## config.mk

```make
export PLATFORM = sky130hd
export DESIGN_NAME = aes_output_monitor
export DESIGN_NICKNAME = d
export VERILOG_FILES = /design/src/rtl/aes_output_monitor.sv
export SDC_FILE = /design/constraint.sdc
export NUM_CORES = 1
export LEC_CHECK = 0
export ABC_CLOCK_PERIOD_IN_PS = 17200
export BUFFER_PORTS_ARGS = -buffer_cell sky130_fd_sc_hd__clkbuf_2
export CORE_AREA = 2 2 175 177
export DETAILED_ROUTE_END_ITERATION = 7
export DIE_AREA = 0 0 177 179
export GPL_TIMING_DRIVEN = 0
export HOLD_SLACK_MARGIN = 0.06
export PLACE_DENSITY = 0.89
export SLEW_MARGIN = 40
export SYNTH_ARGS = -nofsm -noshare
export SYNTH_HDL_FRONTEND = slang
export SYNTH_SLANG_ARGS = --single-unit
export TNS_END_PERCENT = 5
```

## constraint.sdc

```tcl
create_clock -name clk -period 17.2 [get_ports clk]
set_input_delay 1.72 -clock clk [delete_from_list [all_inputs] [get_ports clk]]
set_output_delay 1.72 -clock clk [all_outputs]
set_load 0.02 [all_outputs]
```

## src/rtl/aes_output_monitor.sv

```systemverilog
// aes_output_monitor: captures aes_128 ciphertexts that line up with earlier
// in_valid launches, counts them and folds them into a MISR signature.
//
// Handshake: out_valid is a single-cycle qualifier for out_data. There is no
// ready/backpressure; a consumer must take out_data in the cycle out_valid is
// high. in_valid likewise has no ready: every launch is tracked.
module aes_output_monitor #(
  parameter int                 LATENCY  = 21,
  parameter int                 WIDTH    = 128,
  parameter int                 CNT_W    = 32,
  parameter logic [WIDTH-1:0]   SIG_SEED = '0
) (
  input  logic             clk,
  input  logic             rst,
  input  logic             clear,
  input  logic             in_valid,
  input  logic [WIDTH-1:0] out,
  input  logic [CNT_W-1:0] target_count,
  output logic             out_valid,
  output logic [WIDTH-1:0] out_data,
  output logic [CNT_W-1:0] vec_count,
  output logic [WIDTH-1:0] signature,
  output logic             done,
  output logic             extra_err
);

  // Feedback taps for x^128 + x^7 + x^2 + x + 1.
  localparam logic [WIDTH-1:0] POLY    = WIDTH'(8'h87);
  localparam logic [CNT_W-1:0] CNT_MAX = '1;

  logic [LATENCY-1:0] pipe;
  logic [LATENCY-1:0] pipe_next;
  logic               match;
  logic               capture;
  logic [CNT_W-1:0]   next_count;
  logic [WIDTH-1:0]   next_sig;
  logic               hit_target;

  // Next-state terms shared by the register blocks below.
  always_comb begin
    pipe_next    = pipe << 1;
    pipe_next[0] = in_valid;
    match        = pipe[LATENCY-1];
    capture      = match && !done;
    next_count   = (vec_count == CNT_MAX) ? vec_count : vec_count + CNT_W'(1);
    next_sig     = {signature[WIDTH-2:0], 1'b0}
                 ^ (signature[WIDTH-1] ? POLY : '0)
                 ^ out;
    // Only the equality reached by a capture sets done; a target lowered
    // below an already-larger count never matches.
    hit_target   = (target_count != '0) && (next_count == target_count);
  end

  // Valid delay line mirroring the aes_128 pipeline depth.
  always_ff @(posedge clk or posedge rst) begin
    if (rst) begin
      pipe <= '0;
    end else if (clear) begin
      pipe <= '0;
    end else begin
      pipe <= pipe_next;
    end
  end

  // Output register: load the ciphertext on capture, otherwise hold it.
  always_ff @(posedge clk or posedge rst) begin
    if (rst) begin
      out_valid <= 1'b0;
      out_data  <= '0;
    end else if (clear) begin
      out_valid <= 1'b0;
      out_data  <= '0;
    end else begin
      out_valid <= capture;
      if (capture) begin
        out_data <= out;
      end
    end
  end

  // Saturating vector counter and MISR signature, frozen once done.
  always_ff @(posedge clk or posedge rst) begin
    if (rst) begin
      vec_count <= '0;
      signature <= SIG_SEED;
    end else if (clear) begin
      vec_count <= '0;
      signature <= SIG_SEED;
    end else if (capture) begin
      vec_count <= next_count;
      signature <= next_sig;
    end
  end

  // Sticky status: done on reaching the target, extra_err on late arrivals.
  always_ff @(posedge clk or posedge rst) begin
    if (rst) begin
      done      <= 1'b0;
      extra_err <= 1'b0;
    end else if (clear) begin
      done      <= 1'b0;
      extra_err <= 1'b0;
    end else begin
      if (capture && hit_target) begin
        done <= 1'b1;
      end
      if (match && done) begin
        extra_err <= 1'b1;
      end
    end
  end

endmodule

```

==> summary.md <==
| Metric | Value |
|---|---|
| Gr ovfl total | `0` |
| Post-Syn Area | `14600 sq um` |
| Worst-margin pin slew | `870 ps` |
| Worst setup margin | `13880 ps` |
| Max-slew violation count | `0` |
| CTS Hold Bufs | `0` |
| TritonCTS Buffers | `31` |
| RSZ-0062 raised after global routing | `false` |
| Pint | `1.15 mW` |
| N_diodes | `0` |
| Cell variety after synth | `52` |
| CTS H-Tree Depth | `1` |
| Tcrit/Tclk final | `19.3%` |
| Via count | `13900` |
| Combinational share of power | `6.1%` |
| CP arrival | `3770 ps` |
| Main synth FF type | `dfrtp_1` |
| FF-to-FF End | `vec_count[21]$_DFFE_PP0P_` |
| Clock Path Buffers | `3` |
| R2r worst-path depth | `9` |
| Slew Limit Headroom | `42.0%` |
| Final min period | `3320 ps` |
| Core Util, Final | `61.6%` |
| PortBufs | `453` |
| Layout area overhead | `26.8%` |
| Drt pass-1 iters | `5` |
| Starting DRC count in detailed routing | `1218` |
| Startpoint class of the critical path | `flop` |
| First-pass GRT wire length | `77.3 mm` |
| CP required | `17650 ps` |
| Worst vdd ir | `64.3 uV` |
| Static Leak | `8.29 nW` |
| Setup TNS Final | `0 ps` |
| GR Util met2 | `51.9%` |
| Detailed Route WL | `51.9 mm` |
| Yosys warns | `0` |
| Initial antenna violation count | `1` |
| Multi-input logic area | `6340 sq um` |
| CTS clk-pin slew, worst paths | `70 ps` |
| CP Capture Point | `vec_count[21]$_DFFE_PP0P_` |
| Vias in the first global route | `13500` |
| Max_cap viols | `0` |
| Routability congestion estimate | `0.964` |
| Met3 Use GR | `8.10%` |
| Most used cell, CP | `nand3_1` |
| GRT met1 Usage | `39.8%` |
| Post-DR vias/cell | `5.69` |
| Gr busiest metal | `met2` |
| Min-delay worst type | `reg -> reg` |
| Path type of the worst setup path | `reg -> reg` |
| Synth Net Count | `1706` |
| HP Start | `pipe[2]$_DFF_PP0_` |
| Endpoint class of the critical path | `flop` |
| Post-synth ARST share | `100%` |
| Switching fraction of total power | `23.9%` |
| Fin nets | `2196` |
| Clock Latency Late Sink | `580 ps` |
| Wire per inst | `21.2 um` |
| Clock share of power | `45.4%` |
| # clock sinks | `312` |
| Setup bufs post-CTS | `0` |
| Hpwl dp | `38.9 mm` |
| Seq/Total Area, Yosys | `53.5%` |
| P_sw | `362 uW` |
| Average size of a mapped cell | `9.47 sq um` |
| GRT Total Usage | `31.7%` |
| Reg power frac | `48.5%` |
| Die width | `177 um` |
| Io pins | `455` |
| Post-synth EDFFs | `0` |
| CTS tree | `done` |
| Syn Inst Count | `1541` |
| Crit path max-delay cell type | `clkbuf_1` |
| Register Area | `7810 sq um` |
| Initial Util | `48.6%` |
| Post_cts resized | `0` |
| Crit Path Max Fanout | `10` |
| Flops & latches, synth | `312` |
| Max Clock Skew | `12.5 ps` |
| Power Dens Cells | `81.8 nW/um^2` |
| Residual DRC | `0` |
| Core ar. | `30000 sq um` |
| Crit-path max cell delay | `520 ps` |
| Die area | `31700 sq um` |
| Share of post-route cells with drive strength above 1 | `26.6%` |
| Dpl ws | `13410 ps` |
| Die Span Y | `179 um` |
| Clk Tree Root Cell | `clkbuf_16` |
| Cell count of the worst hold path | `1` |
| Final ANT Viol Nets | `0` |
| Crit. Startpoint | `vec_count[0]$_DFFE_PP0P_` |
| RR Startpoint | `vec_count[0]$_DFFE_PP0P_` |
| Number of setup violations in the final report | `0` |
| # fillers | `2471` |
| Reg2reg setup slack | `13880 ps` |
| Fmax | `301 MHz` |
| Largest net degree at the start of global routing | `82` |
| Crit-path cells | `ha_1 -> nand3_1 -> nor4_2 -> nand3_1 -> nand2_1 -> clkbuf_1 -> nor4_1 -> xnor2_1 -> nor2_1` |
| Row cnt | `64` |
| Hold Vio Cnt, Final | `0` |
| Status | `completed` |
-- per-stage QoR --
stage,instance area (sq um),hold slack [ps],instances,power (mW)
floorplan,14600,439,1541,0.790
global placement,17400,450,2390,0.834
detailed placement,17500,453,2394,0.839
CTS,18500,466,2448,1.52
global route,18500,482,2448,1.56
finish,18500,462,2448,1.51
-- synthesized netlist by cell type, drive strengths merged (2+ instances only) --
library cell,number,area (sq um)
nor3,12,70.1
and3,10,63.8
or4,3,26.3
a31oi,4,25.0
nor2b,25,156
o211ai,2,15.0
o311ai,2,17.5
dfrtp,312,7810
inv,8,30.0
and4,7,62.6
xor2,29,254
nor2,163,612
buf,12,62.6
or3,10,66.3
a22o,2,17.5
o21ai,25,125
nand2,297,1110
nor3b,2,15.0
clkbuf,96,360
a211oi,127,953
a2111oi,2,17.5
and2,4,26.3
nand3,21,115
a21oi,149,746
nand4,21,150
nor4,16,106
o31ai,2,15.0
xnor2,165,1450
-- power groups by stage --
stage               logic [mW]  clock network, mW  registers (mW)
finish                  0.0921              0.688           0.734
global route            0.0998              0.723           0.734
CTS                     0.0920              0.693           0.734
detailed placement      0.0912                  0           0.748
global placement        0.0859                  0           0.748
floorplan               0.0422                  0           0.748
-- layout by cell type, fill, tap and decap left out, types with 9 or more instances in the layout --
cell type	count
a211oi_1	127
a21oi_1	149
and3_1	9
buf_2	11
clkbuf_1	92
clkbuf_16	31
clkbuf_2	458
clkinv_2	10
dfrtp_1	312
nand2_1	297
nand3_1	19
nand4_1	18
nor2_1	163
nor2b_1	25
nor3_1	10
nor4_1	14
o21ai_0	24
xnor2_1	165
xor2_1	29
-- worst max-delay path, delay by kind of cell (launching register included) --
kind / cells / cell delay, ps
and+or+nand+nor: 6 / 1720
buffers and inverters: 1 / 520
DFF: 1 / 490
adders and majority gates: 1 / 290
xor gates and xnor gates: 1 / 170
-- worst min path at each step --
stage | to | slack, ps
CTS | pipe[3]$_DFF_PP0_ | 470
finish | pipe[3]$_DFF_PP0_ | 460
global placement | pipe[3]$_DFF_PP0_ | 450
floorplan | pipe[10]$_DFF_PP0_ | 440
global route | pipe[13]$_DFF_PP0_ | 480
detailed placement | pipe[3]$_DFF_PP0_ | 450
-- kinds of logic (layout without fill, tap and decap cells) --
group,Yosys count,in the layout,synth area share (%)
flip-flops,312,312,53.5
XOR/XNOR,194,194,11.6
adder cells (fa/ha/maj),1,1,0.0857
AO/OA/AOI/OAI,323,323,13.7
buffers and inverters,116,627,3.10
AND/OR/NAND/NOR,595,595,18.0
-- state kept, by name (all words and copies together), names as in the netlist --
register and count:
pipe 21, extra_err 1, out_data 128, signature 128, vec_count 32, out_valid 1, done 1
-- layout make-up --
| class | count | share of cell area [%] |
|---|---|---|
| sequential | 312 | 42.2 |
| multi-input combinational | 1113 | 34.3 |
| timing repair buffer | 457 | 12.8 |
| clock buffer | 38 | 4.66 |
| tap | 396 | 2.68 |
| buffer | 108 | 2.32 |
| clock inverter | 16 | 0.838 |
| inverter | 8 | 0.203 |
-- per-layer routing --
metal / share of wire, % / vias to the layer above
li1: - / 6209
met1: 39 / 6794
met2: 48 / 767
met3: 9.1 / 167
met4: 4.7 / 2
met5: 0.019 / -
(Power assumes the default switching activity.)
